## config.mk

```make
export PLATFORM = sky130hd
export DESIGN_NAME = iol_ddr_bus_ctrl
export DESIGN_NICKNAME = d
export VERILOG_FILES = /design/src/rtl/iol_ctrl_pkg.sv /design/src/rtl/iol_rx_valid_pipe.sv /design/src/rtl/iol_ddr_bus_ctrl.sv
export SDC_FILE = /design/constraint.sdc
export NUM_CORES = 1
export LEC_CHECK = 0
export ABC_AREA = 1
export CORE_MARGIN = 2
export CORE_UTILIZATION = 50
export CTS_BUF_LIST = sky130_fd_sc_hd__clkbuf_16
export DETAILED_ROUTE_END_ITERATION = 10
export PLACE_DENSITY = 0.83
export RECOVER_POWER = 25
export SETUP_SLACK_MARGIN = 0.02
export SYNTH_ARGS = -nofsm -noshare
export SYNTH_HDL_FRONTEND = slang
export SYNTH_HIERARCHICAL = 1
export SYNTH_SLANG_ARGS = --single-unit
```

## constraint.sdc

```tcl
create_clock -name clk -period 2.8 [get_ports clk]
set_clock_uncertainty 0.2 [all_clocks]
set_input_delay 0.7 -clock clk [delete_from_list [all_inputs] [get_ports clk]]
set_output_delay 0.7 -clock clk [all_outputs]
set_load 0.02 [all_outputs]
```

## src/rtl/iol_ctrl_pkg.sv

```systemverilog
// Shared types and helpers for the DDR pin-group sequencer.
package iol_ctrl_pkg;

  typedef enum logic [2:0] {
    ST_IDLE  = 3'd0,
    ST_TURN  = 3'd1,
    ST_TX    = 3'd2,
    ST_RX    = 3'd3,
    ST_DRAIN = 3'd4
  } state_e;

  localparam logic DIR_TX = 1'b0;
  localparam logic DIR_RX = 1'b1;

  // Each beat carries one bit per pad on each clock edge.
  function automatic int beat_width(input int width);
    return 2 * width;
  endfunction

endpackage

```

## src/rtl/iol_rx_valid_pipe.sv

```systemverilog
// Fixed-latency valid pipe that tracks RX beats in flight through the pad input path.
module iol_rx_valid_pipe #(
  parameter int DEPTH = 2
) (
  input  logic clk,
  input  logic rst,
  input  logic push,
  output logic valid,
  output logic load,
  output logic empty
);
  logic [DEPTH-1:0] stage_r;
  logic [DEPTH-1:0] shift_s;

  // Next contents of the pipe: new beat enters at stage 0.
  always_comb begin
    shift_s[0] = push;
    for (int i = 1; i < DEPTH; i++) begin
      shift_s[i] = stage_r[i-1];
    end
  end

  assign valid = stage_r[DEPTH-1];
  // load marks the edge at which the output stage becomes valid; empty means no beat survives that edge.
  assign load  = shift_s[DEPTH-1];
  assign empty = (shift_s == {DEPTH{1'b0}});

  // Shift register with synchronous flush.
  always_ff @(posedge clk) begin
    if (rst) begin
      stage_r <= {DEPTH{1'b0}};
    end else begin
      stage_r <= shift_s;
    end
  end

endmodule

```

## src/rtl/iol_ddr_bus_ctrl.sv

```systemverilog
// Half-duplex burst sequencer for a group of DDR I/O-logic pads.
// Owns pad direction, inserts turnaround on direction changes and streams beats.
module iol_ddr_bus_ctrl
  import iol_ctrl_pkg::*;
#(
  parameter int WIDTH     = 4,
  parameter int LEN_W     = 8,
  parameter int TA_CYCLES = 2,
  parameter int IN_LAT    = 2
) (
  input  logic               clk,
  input  logic               rst,
  input  logic               cmd_valid,
  output logic               cmd_ready,
  input  logic               cmd_dir,
  input  logic [LEN_W-1:0]   cmd_len,
  input  logic [2*WIDTH-1:0] tx_data,
  input  logic               tx_valid,
  output logic               tx_ready,
  output logic [2*WIDTH-1:0] rx_data,
  output logic               rx_valid,
  output logic               done,
  output logic               busy,
  output logic [WIDTH-1:0]   iol_do0,
  output logic [WIDTH-1:0]   iol_do1,
  output logic               iol_tristate,
  output logic               iol_ce,
  output logic               iol_hold,
  input  logic [WIDTH-1:0]   iol_di0,
  input  logic [WIDTH-1:0]   iol_di1
);
  localparam int BW   = beat_width(WIDTH);
  localparam int TA_W = (TA_CYCLES > 1) ? $clog2(TA_CYCLES) : 1;
  localparam logic [TA_W-1:0] TA_LAST = TA_W'(TA_CYCLES - 1);

  state_e           state_r, next_state_s;
  logic             dir_r, last_dir_r;
  logic [LEN_W-1:0] len_r, beat_cnt_r;
  logic [TA_W-1:0]  ta_cnt_r;
  logic             accept_s, beat_s, push_s, last_beat_s, ta_done_s;
  logic             pipe_load_s, pipe_empty_s;
  logic             tristate_s, ce_s, hold_s, done_s;

  assign accept_s    = cmd_valid & cmd_ready;
  assign last_beat_s = (beat_cnt_r == len_r);
  assign ta_done_s   = (ta_cnt_r == TA_LAST);

  iol_rx_valid_pipe #(.DEPTH(IN_LAT)) u_rx_pipe (
    .clk   (clk),
    .rst   (rst),
    .push  (push_s),
    .valid (rx_valid),
    .load  (pipe_load_s),
    .empty (pipe_empty_s)
  );

  // State register.
  always_ff @(posedge clk) begin
    if (rst) begin
      state_r <= ST_IDLE;
    end else begin
      state_r <= next_state_s;
    end
  end

  // Next-state logic.
  always_comb begin
    next_state_s = state_r;
    case (state_r)
      ST_IDLE:  next_state_s = !accept_s ? ST_IDLE :
                               (cmd_dir != last_dir_r) ? ST_TURN :
                               (cmd_dir == DIR_TX) ? ST_TX : ST_RX;
      ST_TURN:  next_state_s = !ta_done_s ? ST_TURN : (dir_r == DIR_TX) ? ST_TX : ST_RX;
      ST_TX:    next_state_s = (beat_s && last_beat_s) ? ST_IDLE : ST_TX;
      ST_RX:    next_state_s = last_beat_s ? ST_DRAIN : ST_RX;
      ST_DRAIN: next_state_s = pipe_empty_s ? ST_IDLE : ST_DRAIN;
      default:  next_state_s = ST_IDLE;
    endcase
  end

  // Output decode; pad controls are computed for the state being entered so the registers line up with it.
  always_comb begin
    tx_ready   = 1'b0;
    beat_s     = 1'b0;
    push_s     = 1'b0;
    tristate_s = iol_tristate;
    case (state_r)
      ST_TX: begin
        tx_ready = tx_valid;
        beat_s   = tx_valid;
      end
      ST_RX:   push_s = 1'b1;
      default: push_s = 1'b0;
    endcase
    // Pads stay parked in their last direction while idle.
    case (next_state_s)
      ST_TX:                     tristate_s = 1'b0;
      ST_TURN, ST_RX, ST_DRAIN:  tristate_s = 1'b1;
      default:                   tristate_s = iol_tristate;
    endcase
    ce_s   = beat_s | (next_state_s == ST_RX);
    hold_s = (next_state_s != ST_RX);
    done_s = (next_state_s == ST_IDLE) && ((state_r == ST_TX) || (state_r == ST_DRAIN));
  end

  // Command context, counters, data path and registered outputs.
  always_ff @(posedge clk) begin
    if (rst) begin
      dir_r        <= DIR_RX;
      last_dir_r   <= DIR_RX;
      len_r        <= {LEN_W{1'b0}};
      beat_cnt_r   <= {LEN_W{1'b0}};
      ta_cnt_r     <= {TA_W{1'b0}};
      iol_do0      <= {WIDTH{1'b0}};
      iol_do1      <= {WIDTH{1'b0}};
      rx_data      <= {BW{1'b0}};
      iol_tristate <= 1'b1;
      iol_ce       <= 1'b0;
      iol_hold     <= 1'b1;
      cmd_ready    <= 1'b0;
      busy         <= 1'b0;
      done         <= 1'b0;
    end else begin
      if (accept_s) begin
        dir_r      <= cmd_dir;
        len_r      <= cmd_len;
        beat_cnt_r <= {LEN_W{1'b0}};
      end else if (beat_s || push_s) begin
        beat_cnt_r <= beat_cnt_r + LEN_W'(1);
      end
      if (state_r == ST_TURN) begin
        ta_cnt_r <= ta_cnt_r + TA_W'(1);
      end else begin
        ta_cnt_r <= {TA_W{1'b0}};
      end
      if ((state_r == ST_TURN) && ta_done_s) begin
        last_dir_r <= dir_r;
      end
      if (beat_s) begin
        iol_do0 <= tx_data[WIDTH-1:0];
        iol_do1 <= tx_data[BW-1:WIDTH];
      end
      if (pipe_load_s) begin
        rx_data <= {iol_di1, iol_di0};
      end
      iol_tristate <= tristate_s;
      iol_ce       <= ce_s;
      iol_hold     <= hold_s;
      cmd_ready    <= (next_state_s == ST_IDLE);
      busy         <= (next_state_s != ST_IDLE);
      done         <= done_s;
    end
  end

endmodule

```

==> flow_summary.ini, run 1 <==
[routing]
vias = 1731
drcViolationCount = 0
wl_per_cell_um = 11.2
detail-route-antenna-nets = 0
drt_iter0_drc = 129
drt_wl_total_um = 4090
avgViaCountPerCell = 4.76
drtPass1Iterations = 7

[place]
placed_cells = 356
placed_area_um2 = 2470
port_buffers = 52
gp_congestion = 0.796
hpwlAfterDp_um = 2830

[global_routing]
grt_use_met2_pct = 37.4
grt_most_used_layer = met2
antenna_found_initial = 0
gr-total-overflow = 0
grt_pass1_wl_um = 7360
grt_pass1_vias = 1771
grt_util_met3_pct = 8.90
met1_usage_pct = 25.6
grt_start_max_net_pins = 30
grtUsageTotal_pct = 22.1

[layout]
fin_util_pct = 72.1
antenna_cells = 0
stdcell_area_um2 = 2640
fin_cells = 364
register_area_um2 = 921
multiInputGateArea_um2 = 822
area_growth_pct = 39.6
drive_gt1_share_pct = 6.01
fillers = 292
final_nets = 346

[power_and_ir_drop]
power_mw = 1.68
irDropWorstVdd_v = 0.000353
p_per_area_nw_per_um2 = 636
p_leak_nw = 1.17

[logic_synthesis]
netlist_area_um2 = 1890
ys_seq_elements = 46
synth_top_family_by_area = simple AND/OR/NAND/NOR gates
synth_top_cell_area_share_pct = 48.7
synth_xor_xnor_area_share_pct = 2.78
yosys.area_share.adder_pct = 1.32
syn_avg_cell_area_um2 = 7.33
synthesis.nets = 289
seq_area_frac_synth_pct = 48.7
yosysWarnings = 6
synth.mux.area_fraction_pct = 0
synthSimpleGateAreaFrac_pct = 28.1
synth_cells = 258
synthTopCellsByArea = dfxtp_1 (49%), nor2_1 (13%), nand2_1 (7.5%), o21ai_0 (7.4%), inv_1 (6.4%)
synth_area_leader_cell = dfxtp_1
ys_types = 22
synth_compound_area_share_pct = 11.3

[floorplanning]
die-area_um2 = 4290
die_h_um = 65.5
boundaryPins = 53
core_um2 = 3660
std_cell_rows = 22
die_w_um = 65.5
start_util_pct = 51.6

[setup_path]
cp-start-kind = input pin
ff2ff_path_depth = 10
crit_type = input pin to output port
r2r-start = state_r[1]
cp.arrival_ns = 1.74
cp.required_ns = 1.90
setup.worst_path.start = tx_valid
cp-end-kind = output port
critPathMaxFanout = 2

[clock_network]
htreeDepth = 2
clock_tree.root_cell = clkbuf_16
clk_latency_ns = 0.28
clkTransAtPathRegs_ns = 0.06
clkSinkCount = 46
cts_buffers = 5
cts_tree = yes
clock_path_buffers = 2

[job]
maxCapViolations = 0

[run_status]
status = finished, final reports clean

[hold_path]
holdPathStages = 2
hold_start = len_r[5]
hold_path_class = flip-flop to flip-flop

[sta]
hold_viol = 0
period_share_pct = 94.4
rsz0062_at_grt = no
whs_ns = 0.267
slew-limit-headroom_pct = 74.0
finalCriticalPeriod_ns = 2.64
max_freq_ghz = 0.378
drv_slew = 0
worst_pin_slew_ns = 0.389
setup_violations = 0
-- layout by cell type, fill, tap and decap left out, types with 2 or more instances in the layout --
| master | n |
|---|---|
| nand3_1 | 8 |
| buf_4 | 3 |
| ha_1 | 2 |
| nor2_2 | 2 |
| nor2_4 | 3 |
| nor3_1 | 5 |
| nor2_1 | 64 |
| xnor2_1 | 6 |
| inv_1 | 33 |
| a21oi_1 | 9 |
| o21ai_0 | 28 |
| clkdlybuf4s50_1 | 50 |
| clkbuf_16 | 5 |
| inv_2 | 2 |
| nand2_1 | 38 |
| o211ai_1 | 2 |
| dfxtp_1 | 46 |
-- sequential cells by signal, summed over array words and instances (netlist names), 2 cells and up --
signal,flops
beat_cnt_r,8
iol_do0,4
len_r,8
rx_data,8
state_r,3
iol_do1,4
u_rx_pipe/stage_r,2
-- critical path: stages --
cell and delay, ns:
clkdlybuf4s50_1 0.50, inv_1 0.08, nor2_4 0.10, dlygate4sd2_1 0.36
-- layout make-up --
| class | instances | share of cell area (%) |
|---|---|---|
| Sequential cell | 46 | 34.9 |
| Multi-Input combinational cell | 173 | 31.2 |
| Timing Repair Buffer | 55 | 20.5 |
| Inverter | 34 | 4.84 |
| Clock buffer | 5 | 4.74 |
| Tap cell | 48 | 2.28 |
| Clock inverter | 3 | 1.56 |
-- power breakdown --
group          internal [mW]  leakage, nW  switching [mW]  total, mW
logic                  0.133        0.718           0.160      0.293
registers              0.700        0.373          0.0265      0.727
clock network          0.418       0.0812           0.241      0.659
-- cells in the mapped netlist (all sizes together) --
| master | n |
|---|---|
| nor2 | 69 |
| dfxtp | 46 |
| nand2 | 39 |
| inv | 34 |
| o21ai | 29 |
| a21oi | 9 |
| nand3 | 8 |
| nor3 | 6 |
| xnor2 | 6 |
| clkbuf | 4 |
| ha | 2 |
| o211ai | 2 |
| buf | 1 |
| nand4 | 1 |
| nor3b | 1 |
| o31a | 1 |
-- metal layers --
layer	part of all wire [%]	vias to the layer above	wire, µm
li1	-	918	-
met1	45	757	1820
met2	46	51	1880
met3	8.3	5	341
met4	1.1	0	46
met5	0	-	0
-- kinds of logic after synthesis --
logic type | Yosys count
compound gates | 41
xor+xnor | 6
fa+ha+maj | 2
buf+inv | 39
flops | 46
simple gates | 124
-- final timing paths --
| kind | endpoint | slack [ns] |
|---|---|---|
| min reg2reg | len_r[5] | 0.27 |
| max reg2reg | beat_cnt_r[4] | 1.00 |
| max | tx_ready | 0.16 |
| min | len_r[5] | 0.27 |
-- through the flow --
stage | worst slack, ns | TNS, ns
floorplan | 0.798 | 0
global route | 0.130 | 0
detailed placement | -0.0995 | -0.0995
CTS | 0.150 | 0
global placement | -0.139 | -0.139
finish | 0.158 | 0
-- repair_timing --
action                     in CTS  in global routing
buffers inserted                0                  0
setup endpoints to repair       1                  0
resized for setup               1                  0
hold endpoints to repair        0                  0
hold buffers                    0                  0
Note: power is estimated with default switching activity, not from simulation.
==> inputs of run 2 (changes only) <==
CORE_UTILIZATION = 51   (was 50)
GPL_TIMING_DRIVEN = 0   (was not set)
MAX_ROUTING_LAYER = met4   (was not set)
PLACE_DENSITY = 0.84   (was 0.83)
SYNTH_HIERARCHICAL = not set   (was 1)
==> run 2 against run 1 <==
Net effect: largest cell class unchanged; core utilization grew 0.65 points; sequential power is essentially flat; critical path type unchanged; setup slack lost 0.012 ns; critical path depth grew 1; synthesized area grew 4.2%; final cell count shrank 0.82%; power shrank 3.8%.
==> flow_summary.ini, run 2 <==
[power_and_ir_drop]
p_per_area_nw_per_um2 = 602
p_leak_nw = 1.17
power_mw = 1.61
irDropWorstVdd_v = 0.000397

[floorplanning]
std_cell_rows = 22
core_um2 = 3690
die-area_um2 = 4380
die_h_um = 66.2
die_w_um = 66.2
boundaryPins = 53
start_util_pct = 53.4

[setup_path]
critical_path.max_stage_delay_ns = 0.53
cp.required_ns = 1.90
cp.arrival_ns = 1.75
critPathMaxFanout = 10
crit_path_top_delay_cell = clkdlybuf4s50_1
cp-end-kind = output port
path_cells = clkdlybuf4s50_1 > inv_1 > nor2_4 > buf_4 > buf_2
crit_type = input pin to output port
cp-start-kind = input pin

[routing]
wl_per_cell_um = 12.0
detail-route-antenna-nets = 0
drcViolationCount = 0
vias = 1780
drt_iter0_drc = 167
avgViaCountPerCell = 4.93
drt_wl_total_um = 4320
drtPass1Iterations = 4

[global_routing]
grtUsageTotal_pct = 22.9
antenna_found_initial = 0
grt_pass1_wl_um = 7470
grt_start_max_net_pins = 15
gr-total-overflow = 0
grt_pass1_vias = 1680

[layout]
layout_common_cells = nor2_1 (55), clkdlybuf4s50_1 (50), dfxtp_1 (46), nand2_1 (33), o21ai_0 (25)
antenna_cells = 0
reg.largest.list = beat_cnt_r: 8 flops, len_r: 8 flops, rx_data: 8 flops
final_nets = 343
drive_gt1_share_pct = 13.1
area_growth_pct = 36.1
layout_commonest_cell = nor2_1

[run_status]
status = finished, final reports clean

[logic_synthesis]
ys_seq_elements = 46
synth_top_cell_area_share_pct = 46.7
ys_types = 32
yosysWarnings = 0
ys_top_cells_by_count = nor2_1 (54), dfxtp_1 (46), nand2_1 (33)
yosysMostFrequentCell = nor2_1
synth-main-ff-cell = dfxtp_1
synth_area_leader_cell = dfxtp_1
synth_edf_count = 0
seq_area_frac_synth_pct = 46.7
async_reset_ff_share_pct = 0
synthesis.nets = 284
synthTopCellsByArea = dfxtp_1 (47%), nor2_1 (10%), o21ai_0 (6.3%), nand2_1 (6.3%), inv_1 (3.2%)
syn_avg_cell_area_um2 = 7.79
synth_cells = 253
netlist_area_um2 = 1970

[job]
maxCapViolations = 0

[clock_network]
clkSinkCount = 46
cts_tree = yes
clock_tree.root_cell = clkbuf_16
clk_latency_ns = 0.28
htreeDepth = 2
clkTransAtPathRegs_ns = 0.06
clock_path_buffers = 2
cts_buffers = 5

[place]
hpwlAfterDp_um = 3110
gp_congestion = 0.816
port_buffers = 51

[sta]
finalCriticalPeriod_ns = 2.65
setup_violations = 0
hold_viol = 0
drv_slew = 0
max_freq_ghz = 0.377
fin_setup_tns_ns = 0
period_share_pct = 94.8
rsz0062_at_grt = no
slew-limit-headroom_pct = 70.3
worst_pin_slew_ns = 0.446

[hold_path]
hold_path_class = flip-flop to flip-flop
==> run 2: changes by cell type after synthesis, sizes merged <==
cell,previous run,this run
a211oi,0,1
a21boi,0,1
buf,1,2
clkbuf,4,5
clkinv,0,1
inv,34,26
nand2,39,40
nand4,1,3
nor2,69,63
nor3,6,5
nor3b,1,4
o21ai,29,27
xor2,0,1
==> run 2: final timing paths <==
kind                                  from  slack (ns)            end  cells after the start
worst max-delay path              tx_valid        0.15       tx_ready                      5
worst min-delay path              len_r[5]        0.26       len_r[5]                      2
worst max register to register  state_r[2]        0.99  beat_cnt_r[4]                      9
worst min register to register    len_r[5]        0.26       len_r[5]                      2
==> run 2: per-layer routing <==
layer | vias to the layer above | part of all wire, % | GRT usage [%] | wire [µm]
met4 | 0 | 1.4 | 7.14 | 59
met3 | 6 | 6.7 | 7.84 | 291
li1 | 921 | - | - | -
met5 | - | 0 | - | 0
met2 | 52 | 44 | 33.9 | 1900
met1 | 801 | 48 | 29.7 | 2070
==> run 2: area by class of cell <==
type,count,area (µm²)
Fill cell,313,1010
Sequential cell,46,921
Multi-Input combinational cell,173,915
Timing Repair Buffer,52,509
Clock buffer,5,125
Inverter,27,104
Tap cell,48,60.1
Buffer,7,31.3
Clock inverter,3,17.5
==> run 2: what timing repair did <==
action | 4_1_cts | 5_1_grt
gates resized for setup | 4 | 1
hold buffers | 0 | 0
setup buffers | 1 | 0
setup endpoints to repair | 1 | 1
gates cloned | 0 | 0
pin swaps | 1 | 0
==> run 2: power breakdown <==
part	total (mW)	leakage [nW]	switching [mW]	internal [mW]
Clock	0.564	0.0750	0.237	0.327
Sequential	0.728	0.373	0.0277	0.701
Combinational	0.322	0.723	0.180	0.142
Total	1.61	1.17	0.445	1.17
==> run 2: worst max-delay path, delay by kind of cell <==
family,cells,cell delay [ns]
and+or+nand+nor,1,0.10
buffers and inverters,4,0.96
==> run 2: through the flow <==
stage | utilization (%) | hold slack [ns] | setup slack (ns) | cell area, µm² | cells
after floorplan | - | 0.222 | 0.747 | 1970 | 253
after global placement | 68.9 | 0.245 | -0.432 | 2540 | 352
after detailed placement | 68.9 | 0.248 | -0.432 | 2540 | 352
after CTS | 73.1 | 0.269 | 0.0581 | 2700 | 361
after global routing | 72.7 | 0.289 | 0.110 | 2680 | 361
final | 72.7 | 0.264 | 0.146 | 2680 | 361
==> run 2: kinds of logic (layout without fill, tap and decap cells) <==
kind of cell	count (synthesis)	after routing	synth area share (%)
adder cells (fa/ha/maj)	2	2	1.27
AND/OR/NAND/NOR	123	123	30.7
flip-flops	46	46	46.7
buffers and inverters	34	94	6.73
AO/OA/AOI/OAI	41	41	11.1
XOR/XNOR	7	7	3.49
